File: config.mk
export PLATFORM = sky130hd
export DESIGN_NAME = alu_ctrl_seq
export DESIGN_NICKNAME = d
export VERILOG_FILES = /design/src/rtl/alu_ctrl_pkg.sv /design/src/rtl/alu_ctrl_decode.sv /design/src/rtl/alu_ctrl_seq.sv
export SDC_FILE = /design/constraint.sdc
export NUM_CORES = 1
export LEC_CHECK = 0
export ABC_AREA = 1
export BUFFER_PORTS_ARGS = -buffer_cell sky130_fd_sc_hd__buf_2
export CAP_MARGIN = 30
export CORE_AREA = 2 2 39 41
export DETAILED_ROUTE_END_ITERATION = 8
export DIE_AREA = 0 0 41 43
export GPL_ROUTABILITY_DRIVEN = 0
export HOLD_SLACK_MARGIN = 0.06
export PLACE_DENSITY = 0.53
export SLEW_MARGIN = 20
export SYNTH_ARGS = -nofsm -noshare
export SYNTH_HDL_FRONTEND = slang
export SYNTH_SLANG_ARGS = --single-unit
export TNS_END_PERCENT = 5
File: constraint.sdc
create_clock -name clk -period 1 [get_ports clk]
set_input_delay 0.05 -clock clk [delete_from_list [all_inputs] [get_ports clk]]
set_output_delay 0.05 -clock clk [all_outputs]
set_load 0.01 [all_outputs]
File: src/rtl/alu_ctrl_pkg.sv
// rtl/alu_ctrl_pkg.sv - ALU select codes, alu_op classes and sequencer state encoding
package alu_ctrl_pkg;

    localparam logic [2:0] SEL_AND     = 3'b000;
    localparam logic [2:0] SEL_ADD     = 3'b001;
    localparam logic [2:0] SEL_SUB     = 3'b010;
    localparam logic [2:0] SEL_XOR     = 3'b011;
    localparam logic [2:0] SEL_NOR     = 3'b100;
    localparam logic [2:0] SEL_OR      = 3'b101;
    localparam logic [2:0] SEL_SLT     = 3'b110;
    localparam logic [2:0] SEL_MULSTEP = 3'b111;

    localparam logic [2:0] OP_ADDI  = 3'b111;
    localparam logic [2:0] OP_ANDI  = 3'b110;
    localparam logic [2:0] OP_ORI   = 3'b101;
    localparam logic [2:0] OP_NORI  = 3'b100;
    localparam logic [2:0] OP_BEQ   = 3'b011;
    localparam logic [2:0] OP_RTYPE = 3'b010;
    localparam logic [2:0] OP_BRSLT = 3'b001;
    localparam logic [2:0] OP_MEM   = 3'b000;

    typedef enum logic [1:0] {
        ST_IDLE = 2'd0,
        ST_HOLD = 2'd1,
        ST_MUL  = 2'd2
    } state_e;

endpackage

File: src/rtl/alu_ctrl_decode.sv
// rtl/alu_ctrl_decode.sv - combinational (alu_op, func) to ALU select decoder
// Multiply recognition is enabled by ALU_CTRL_MUL_EN.
module alu_ctrl_decode
    import alu_ctrl_pkg::*;
#(
    parameter int OP_W   = 3,
    parameter int FUNC_W = 3,
    parameter int SEL_W  = 3
) (
    input  logic [OP_W-1:0]   alu_op_i,
    input  logic [FUNC_W-1:0] func_i,
    output logic [SEL_W-1:0]  sel_o,
    output logic              is_mul_o,
    output logic              illegal_o
);

    always_comb begin
        sel_o     = SEL_W'(SEL_ADD);
        is_mul_o  = 1'b0;
        illegal_o = 1'b0;
        case (alu_op_i)
            OP_W'(OP_ADDI), OP_W'(OP_MEM):  sel_o = SEL_W'(SEL_ADD);
            OP_W'(OP_ANDI):                 sel_o = SEL_W'(SEL_AND);
            OP_W'(OP_ORI):                  sel_o = SEL_W'(SEL_OR);
            OP_W'(OP_NORI):                 sel_o = SEL_W'(SEL_NOR);
            OP_W'(OP_BEQ), OP_W'(OP_BRSLT): sel_o = SEL_W'(SEL_SUB);
            OP_W'(OP_RTYPE): begin
                case (func_i)
                    FUNC_W'(0): sel_o = SEL_W'(SEL_AND);
                    FUNC_W'(1): sel_o = SEL_W'(SEL_ADD);
                    FUNC_W'(2): sel_o = SEL_W'(SEL_SUB);
                    FUNC_W'(3): sel_o = SEL_W'(SEL_XOR);
                    FUNC_W'(4): sel_o = SEL_W'(SEL_NOR);
                    FUNC_W'(5): sel_o = SEL_W'(SEL_OR);
                    FUNC_W'(6): sel_o = SEL_W'(SEL_SLT);
`ifdef ALU_CTRL_MUL_EN
                    FUNC_W'(7): begin
                        sel_o    = SEL_W'(SEL_MULSTEP);
                        is_mul_o = 1'b1;
                    end
`endif
                    default:    illegal_o = 1'b1;
                endcase
            end
            default: illegal_o = 1'b1;
        endcase
    end

endmodule

File: src/rtl/alu_ctrl_seq.sv
// rtl/alu_ctrl_seq.sv - registered valid/ready ALU control sequencer
// ALU_CTRL_MUL_EN turns R-type func 111 into a MUL_STEPS-beat shift-add burst.
module alu_ctrl_seq
    import alu_ctrl_pkg::*;
#(
    parameter int OP_W      = 3,
    parameter int FUNC_W    = 3,
    parameter int SEL_W     = 3,
    parameter int MUL_STEPS = 8
) (
    input  logic                         clk,
    input  logic                         reset,
    input  logic                         in_valid,
    output logic                         in_ready,
    input  logic [OP_W-1:0]              alu_op,
    input  logic [FUNC_W-1:0]            func,
    output logic                         out_valid,
    input  logic                         out_ready,
    output logic [SEL_W-1:0]             alu_sel,
    output logic [$clog2(MUL_STEPS)-1:0] step,
    output logic                         last,
    output logic                         illegal
);

    localparam int STEP_W = $clog2(MUL_STEPS);

    state_e             state_q, state_d;
    logic [SEL_W-1:0]   sel_q, sel_d;
    logic               last_q, last_d;
    logic               illegal_q, illegal_d;
    logic [SEL_W-1:0]   dec_sel;
    logic               dec_is_mul;
    logic               dec_illegal;
    logic               accept;
    logic               out_hs;

    alu_ctrl_decode #(
        .OP_W   (OP_W),
        .FUNC_W (FUNC_W),
        .SEL_W  (SEL_W)
    ) u_decode (
        .alu_op_i  (alu_op),
        .func_i    (func),
        .sel_o     (dec_sel),
        .is_mul_o  (dec_is_mul),
        .illegal_o (dec_illegal)
    );

`ifdef ALU_CTRL_MUL_EN
    logic [STEP_W-1:0] step_q, step_d;
    assign step = step_q;
`else
    assign step = '0;
`endif

    assign out_valid = (state_q != ST_IDLE);
    assign alu_sel   = sel_q;
    assign last      = last_q;
    assign illegal   = illegal_q;
    assign accept    = in_valid & in_ready;
    assign out_hs    = out_valid & out_ready;

    always_comb begin
        state_d   = state_q;
        sel_d     = sel_q;
        last_d    = last_q;
        illegal_d = illegal_q;
        in_ready  = 1'b0;
`ifdef ALU_CTRL_MUL_EN
        step_d    = step_q;
`endif
        case (state_q)
            ST_IDLE: in_ready = 1'b1;
            ST_HOLD: in_ready = out_ready;
            default: in_ready = 1'b0;
        endcase

        // Accept is only possible in IDLE or in HOLD during a consume, so it always wins.
        if (accept) begin
            sel_d     = dec_sel;
            state_d   = ST_HOLD;
            last_d    = 1'b1;
`ifdef ALU_CTRL_MUL_EN
            illegal_d = dec_illegal;
            step_d    = '0;
            if (dec_is_mul) begin
                state_d = ST_MUL;
                last_d  = 1'b0;
            end
`else
            illegal_d = dec_illegal | dec_is_mul;
`endif
        end else if (out_hs) begin
            state_d   = ST_IDLE;
            sel_d     = '0;
            last_d    = 1'b0;
            illegal_d = 1'b0;
`ifdef ALU_CTRL_MUL_EN
            step_d    = '0;
            if (state_q == ST_MUL && !last_q) begin
                state_d = ST_MUL;
                sel_d   = sel_q;
                step_d  = step_q + STEP_W'(1);
                last_d  = (step_q == STEP_W'(MUL_STEPS - 2));
            end
`endif
        end
    end

    always_ff @(posedge clk) begin
        if (reset) begin
            state_q   <= ST_IDLE;
            sel_q     <= '0;
            last_q    <= 1'b0;
            illegal_q <= 1'b0;
`ifdef ALU_CTRL_MUL_EN
            step_q    <= '0;
`endif
        end else begin
            state_q   <= state_d;
            sel_q     <= sel_d;
            last_q    <= last_d;
            illegal_q <= illegal_d;
`ifdef ALU_CTRL_MUL_EN
            step_q    <= step_d;
`endif
        end
    end

endmodule

; After elaboration in Yosys (flattened, before gate mapping)
; Cells that the tools add are included.
[classes]
bitwise = 2
eq_ne = 13
mux = 12
reduce_logical = 7
[op_table]
columns = cell, n
row1 = 3-bit case mux with 6 select lines, 2
row2 = "3-bit equality test, second input constant", 7
row3 = "3-bit by 2-bit equality test with 1-bit output, second input constant", 4
row4 = 1-bit 2-to-1 mux, 7
row5 = 7-bit OR reduction, 1
row6 = "3-bit by 1-bit equality test with 1-bit output, second input constant", 2
row7 = 3-bit zero test, 2
row8 = 3-bit 2-to-1 mux, 2
row9 = 2-bit OR reduction, 2
row10 = 1-bit bitwise AND, 2
row11 = 2-bit zero test, 1
row12 = 1-bit case mux with 2 select lines, 1
row13 = 2-bit nonzero test, 1
[totals]
reg_bits = 6
inputBits = 10
wordCells = 38
output_inout_bits = 10

; Depth between registers and ports, before layout
; Gate-level depths: netlist of run 1.
[logic_depth]
ltp_word = 5
depth_mapped = 7
mapped_depth_nobuf = 7

; Modules after synthesis
; From an unflattened synthesis of run 1, not the netlist that was laid out.
[hier_totals]
hier_cells = 56
area_unflattened_um2 = 339.1
[by_module_without_submodules]
columns = module, cells_per_inst, area_each_um2, instances, seq_area_each_um2
row1 = alu_ctrl_seq, 32, 237.7, 1, 100.1
row2 = alu_ctrl_decode, 24, 101.3, 1, 0.0

; Least setup slack after synthesis of run 1
; OpenSTA, ideal clock, no wires.
[synth_path]
path_type = register to register
start = reg state_q[0]
end = reg illegal_q, in the netlist illegal
n_path_buf = 0
path_slack_ps = 109
required_ps = 884
path_stages_with_launch = 6
synth_period_minus_slack_ps = 891
setup_ps = 116
arrival_ps = 775
cell_sequence = dfxtp_1 > nand2_4 > nand2_4 > inv_2 > nand3_1 > a21oi_1
[synth_between]
elab_chain_len = 4
word_cells_on_any_way = 6
classes_between = mux (2) / bitwise (2) / reduce/logical (2)
[synth_rtl]
columns = element, line
row1 = start: declaration, alu_ctrl_seq.sv:27  ; state_e state_q, state_d;
row2 = start signal: assignment, alu_ctrl_seq.sv:120  ; state_q <= state_d;
row3 = 2-bit zero test, alu_ctrl_seq.sv:72  ; case (state_q)
row4 = 1-bit case mux with 2 select lines *, alu_ctrl_seq.sv:72
row5 = named net in_ready, alu_ctrl_seq.sv:14  ; output logic in_ready,
row6 = 1-bit bitwise AND *, alu_ctrl_seq.sv:60  ; assign accept = in_valid & in_ready;
row7 = 1-bit 2-to-1 mux / 2-bit nonzero test (equally long branches), -
row8 = end signal: assignment, alu_ctrl_seq.sv:123  ; illegal_q <= illegal_d;
row9 = end: declaration, alu_ctrl_seq.sv:30  ; logic illegal_q, illegal_d;
; The timed path passes the listed nets; every way through them passes the cells marked *.
; A chain may end at the register's enable or synchronous reset.

; Worst setup path after layout of run 1
[layout_path]
start = reg state_q[0]
end = out in_ready
[layout_between]
elab_chain_len = 2
[layout_rtl]
columns = element, line
row1 = 2-bit zero test, alu_ctrl_seq.sv:72
row2 = 1-bit case mux with 2 select lines *, alu_ctrl_seq.sv:72
row3 = end: declaration, alu_ctrl_seq.sv:14
; Mark *: on every way between the ends. The rest lies on a longest branch, timed or not.

==> results.cfg, run 1 <==
[die]
rows = 14
die-height_um = 43
core-area_um2 = 1380
start_util_pct = 22.2
ios = 20
die_w_um = 41
dieArea_um2 = 1760

[worst_setup_path]
reg2reg_slack_ns = 0.15
cpMaxStageDelayCell = dfxtp_1
crit_path_start_kind = register
worstPathMaxFanout = 4
worstPathRequired_ns = 0.95
cp-end-kind = output port
crit_path_cell_trace = nand2_4 > buf_2
crit_arrival_ns = 0.85
max_stage_delay_ns = 0.39
path_class = reg2out

[yosys]
yosysWarningCount = 0
yosysUniqueCellTypes = 14
yosys_register_bits = 5
synth_ff_type = dfxtp_1
synth.top_cell.area_share_pct = 32.7
synth-xor-area-share_pct = 0
synth_top_family_by_area = simple AND/OR/NAND/NOR gates
synth_common_cells = 10 x nand2_1, 7 x a21oi_1, 5 x dfxtp_1, 5 x nand3_1
synth_seq_area_share_pct = 32.7
synth_area_per_cell_um2 = 6.81
yosys.area.top_type = dfxtp_1
synth-async-reset-ratio_pct = 0
synthMuxAreaShare_pct = 0
synth_compound_area_share_pct = 11.4
syn_inst = 45
yosys-top-cells-area = dfxtp_1 33%, nand2_1 12%, a21oi_1 11%
synth_edf_count = 0
synth_area_um2 = 307
synthSimpleGateAreaFrac_pct = 37.6
yosysMostFrequentCell = nand2_1
synth-adder-area-share_pct = 0

[power_and_ir_drop]
leakage_nw = 0.227
irDropWorstVdd_mv = 0.269
p_per_area_nw_per_um2 = 1310
finalPower_mw = 0.549

[timing]
timing.hold.ws_ns = 0.130
setup_ws_ns = 0.0996
drv_slew = 0
hold_violations = 0
period_share_pct = 90.0
tns_ns = 0
min_period_ns = 0.900
rsz0062_at_grt = no
skew_ns = 0.00277
finalSetupViolCount = 0
fmaxAchievable_mhz = 1110

[detailed_routing]
vias_per_cell = 4.19
ant_nets = 0
drcViolationCount = 0
detail_route.first_pass.iterations = 2
drt_wl_total_um = 632
post_drt_wl_per_cell_um = 7.90
via_count = 335
drt-initial-drc-count = 5

[place]
io_buffers = 16
placed_cells = 75
hpwl_um = 533
placed_area_um2 = 384
post-place-ws_ns = 0.137

[grt]
grt_overflow = 0
track_usage_pct = 9.93
grt_pass1_vias = 296
grt_max_degree = 7
grt_pass1_wl_um = 1120
antenna_found_initial = 0

[job]
max_cap_violations = 0

[finish]
final-seq-area_um2 = 100
post_layout_nonfiller_instances = 80
fin_nets = 75
area_delta_synth_final_pct = 37.1
final_area_um2 = 420
n_antenna_cell = 0
final.fill_count = 160
utilization_pct = 30.4
drive_above_1_share_pct = 37.5
multi_input_area_um2 = 161

[clock_network]
cts_hold_buffers = 1
insertion_delay_ns = 0.24
cts_tree = built
ctsLongestPathBuffers = 2
cts_resized = 0
numCtsBuffers = 3
clkTransAtPathRegs_ns = 0.04
htreeDepth = 1
post-cts-setup-buffers = 0
cts-root-buf = clkbuf_4
clock_sinks = 5

[run_status]
status = complete, no violations

[worst_hold_path]
worstHoldPathType = in2reg
-- worst paths after layout --
kind / startpoint / to / cells past startpoint
worst max-delay path: state_q[0]$_SDFFE_PP0P_ / in_ready / 2
worst min-delay path: in_valid / state_q[0]$_SDFFE_PP0P_ / 3
worst min register to register: alu_sel[1]$_SDFFE_PP0P_ / alu_sel[1]$_SDFFE_PP0P_ / 2
worst max register to register: state_q[0]$_SDFFE_PP0P_ / illegal$_SDFFE_PP0P_ / 5
-- where the power goes --
part	total [mW]	internal, mW	switching [mW]	leakage (nW)
Sequential	0.217	0.210	0.00681	0.0409
Clock	0.227	0.150	0.0768	0.0150
Combinational	0.105	0.0444	0.0610	0.171
-- cells by family (layout without fill, tap and decap cells) --
| kind of cell | after synthesis | in the layout |
|---|---|---|
| AO/OA/AOI/OAI | 7 | 7 |
| buffers and inverters | 10 | 27 |
| flip-flops | 5 | 5 |
| other | 1 | 3 |
| AND/OR/NAND/NOR | 22 | 22 |
-- flip-flops by register name, summed over array words and instances (netlist names) --
register and flops:
alu_sel 3, illegal 1, state_q 1
-- final cells by class --
type | count | area share [%]
inverters | 6 | 5.36
clock buffers | 4 | 6.25
flip-flops and latches | 5 | 23.8
repair buffers | 17 | 21.4
well taps | 16 | 4.76
multi-input cells | 32 | 38.4
-- per-layer routing --
layer | track usage, % | share of wire [%]
met1 | 11.9 | 46
met2 | 11.9 | 41
met3 | 3.14 | 9.5
met4 | 12.0 | 3.0
met5 | 0 | 0
-- layout by cell type (no fill, tap or decap), drive strengths merged --
master / count
a21oi: 7
buf: 16
clkbuf: 4
conb: 3
dfxtp: 5
dlygate4sd3: 1
inv: 6
nand2: 12
nand3: 5
nand3b: 1
nand4: 1
nor2: 2
or2: 1
-- critical path: cells and delay by family, from the launching register on --
kind	cells	cell delay [ns]
and+or+nand+nor	1	0.08
buffers and inverters	1	0.14
DFF	1	0.39
(Power assumes the default switching activity.)
==> inputs of run 2 (changes only) <==
- ABC_AREA: 1 -> unset
==> results.cfg, run 2 <==
[worst_setup_path]
worstPathMaxFanout = 3
worstPathRequired_ns = 1.18
path_class = reg2reg
crit_path_start_kind = register
crit_arrival_ns = 1.38
cp-end-kind = register

[die]
core-area_um2 = 1380
die_w_um = 41
rows = 14
die-height_um = 43
dieArea_um2 = 1760
ios = 20
start_util_pct = 22.5

[grt]
grt_pass1_wl_um = 1220
grt_max_degree = 7
antenna_found_initial = 0
grt_overflow = 0
grt_pass1_vias = 319
track_usage_pct = 10.7

[finish]
largest_register_ffs = 3
fin_nets = 79
drive_above_1_share_pct = 52.9
final_common_cell = buf_2
final-seq-area_um2 = 101
final_cell_mix = 16 x buf_2, 8 x nand2_1, 8 x buf_4
multi_input_area_um2 = 204
area_delta_synth_final_pct = 62.2
final.fill_count = 158
post_layout_nonfiller_instances = 84
n_antenna_cell = 0

[place]
post-place-ws_ns = -0.238
placed_cells = 77
hpwl_um = 608
io_buffers = 16

[clock_network]
numCtsBuffers = 3
htreeDepth = 1
cts-root-buf = clkbuf_4
clock_sinks = 5
ctsLongestPathBuffers = 2
clkTransAtPathRegs_ns = 0.04
cts_tree = built
insertion_delay_ns = 0.24

[detailed_routing]
detail_route.first_pass.iterations = 2
post_drt_wl_per_cell_um = 9.65
vias_per_cell = 4.37
drt_wl_total_um = 811
via_count = 367
drt-initial-drc-count = 1
ant_nets = 0
drcViolationCount = 0

[yosys]
synth_ff_type = dfxtp_1
synth_area_per_cell_um2 = 7.60
yosys.area.top_type = dfxtp_1
yosysWarningCount = 0
synth_area_um2 = 312
synth_common_cells = 8 x nand2_1, 5 x dfxtp_1, 4 x a21oi_1, 4 x buf_4, 4 x nor2_1
yosysUniqueCellTypes = 19
synth_edf_count = 0
synth-async-reset-ratio_pct = 0
synth.top_cell.area_share_pct = 32.1
syn_inst = 41
yosysMostFrequentCell = nand2_1
yosys_register_bits = 5
synth_seq_area_share_pct = 32.1
yosys-top-cells-area = dfxtp_1 32%, buf_4 9.6%, nand2_1 9.6%

[timing]
setup_ws_ns = -0.203
timing.hold.ws_ns = 0.169
rsz0062_at_grt = yes
drv_slew = 0
fmaxAchievable_mhz = 831
skew_ns = 0.00334
period_share_pct = 120
finalSetupViolCount = 3
min_period_ns = 1.20
hold_violations = 0

[power_and_ir_drop]
switching_share_pct = 26.6
power_frac_comb_pct = 24.7
leakage_nw = 0.240
p_per_area_nw_per_um2 = 1180
switchingPower_mw = 0.158
finalPower_mw = 0.596
p_int_mw = 0.437
seq_power_share_pct = 36.3
irDropWorstVdd_mv = 0.407
power_frac_clock_pct = 39.0

[run_status]
status = complete, but fails checks
violations = negative setup slack

[worst_hold_path]
worstHoldPathType = in2reg

[job]
max_cap_violations = 0
-- run 2: cell types whose count changed after synthesis, sizes merged, moves of 2 or more --
| cell | change |
|---|---|
| a21oi | -3 |
| inv | -5 |
| nand2 | -3 |
| nand3 | -5 |
| nor2 | +2 |
| nor2b | +3 |
| o21ai | +2 |
-- run 2: cell families after synthesis --
kind of cell | after synthesis | synth area share (%)
and+or+nand+nor | 21 | 38.2
DFF | 5 | 32.1
buffers and inverters | 5 | 10.8
other | 1 | 1.20
muxes | 1 | 3.21
AOI/OAI and AO/OA | 8 | 14.5
-- run 2: layout make-up --
cell class                 instances  share of cell area, %
inverter                           1                  0.743
timing repair buffer              25                   29.7
clock buffer                       4                   5.20
sequential                         5                   20.0
multi-input combinational         33                   40.3
tap                               16                   3.96
-- run 2: worst paths after layout --
check / startpoint / end / slack (ns) / cells after the start
setup reg to reg: state_q[0]$_SDFFE_PP0P_ / illegal$_SDFFE_PP0P_ / -0.20 / 5
hold reg to reg: alu_sel[1]$_SDFFE_PP0P_ / alu_sel[1]$_SDFFE_PP0P_ / 0.45 / 2
hold / removal: alu_op[2] / illegal$_SDFFE_PP0P_ / 0.17 / 3
setup / recovery: state_q[0]$_SDFFE_PP0P_ / illegal$_SDFFE_PP0P_ / -0.20 / 5
-- run 2: critical path: stages (launching register included) --
cell	delay [ns]
dfxtp_2	0.31
nor2b_4	0.12
inv_2	0.05
nand2_2	0.05
or4b_4	0.48
a21oi_2	0.12
-- run 2: what timing repair did --
action,4_1_cts,5_1_grt
pin swaps,3,2
hold buffers,1,0
setup buffers,2,0
endpoints found under the hold margin,5,0
gates resized for setup,1,6
setup endpoints to repair,4,5
-- run 2: power by group through the flow --
| stage | Combinational [mW] | Clock (mW) | Sequential (mW) |
|---|---|---|---|
| floorplan | 0.0618 | 0 | 0.226 |
| global placement | 0.128 | 0 | 0.220 |
| detailed placement | 0.128 | 0 | 0.220 |
| CTS | 0.141 | 0.241 | 0.217 |
| global route | 0.164 | 0.260 | 0.218 |
| finish | 0.147 | 0.232 | 0.216 |
-- run 2: stage by stage --
step	instance area, µm²	setup TNS [ns]	utilization (%)
CTS	490	-0.553	35.4
floorplan	320	-0.471	-
global route	505	-0.739	36.5
detailed placement	435	-0.430	31.5
global placement	435	-0.370	31.5
finish	505	-0.467	36.5
-- run 2: per-layer routing --
layer | track usage [%] | wire length [µm]
met5 | 0 | 0
met4 | 4.00 | 0
met3 | 6.28 | 44
met2 | 16.6 | 407
met1 | 11.6 | 359
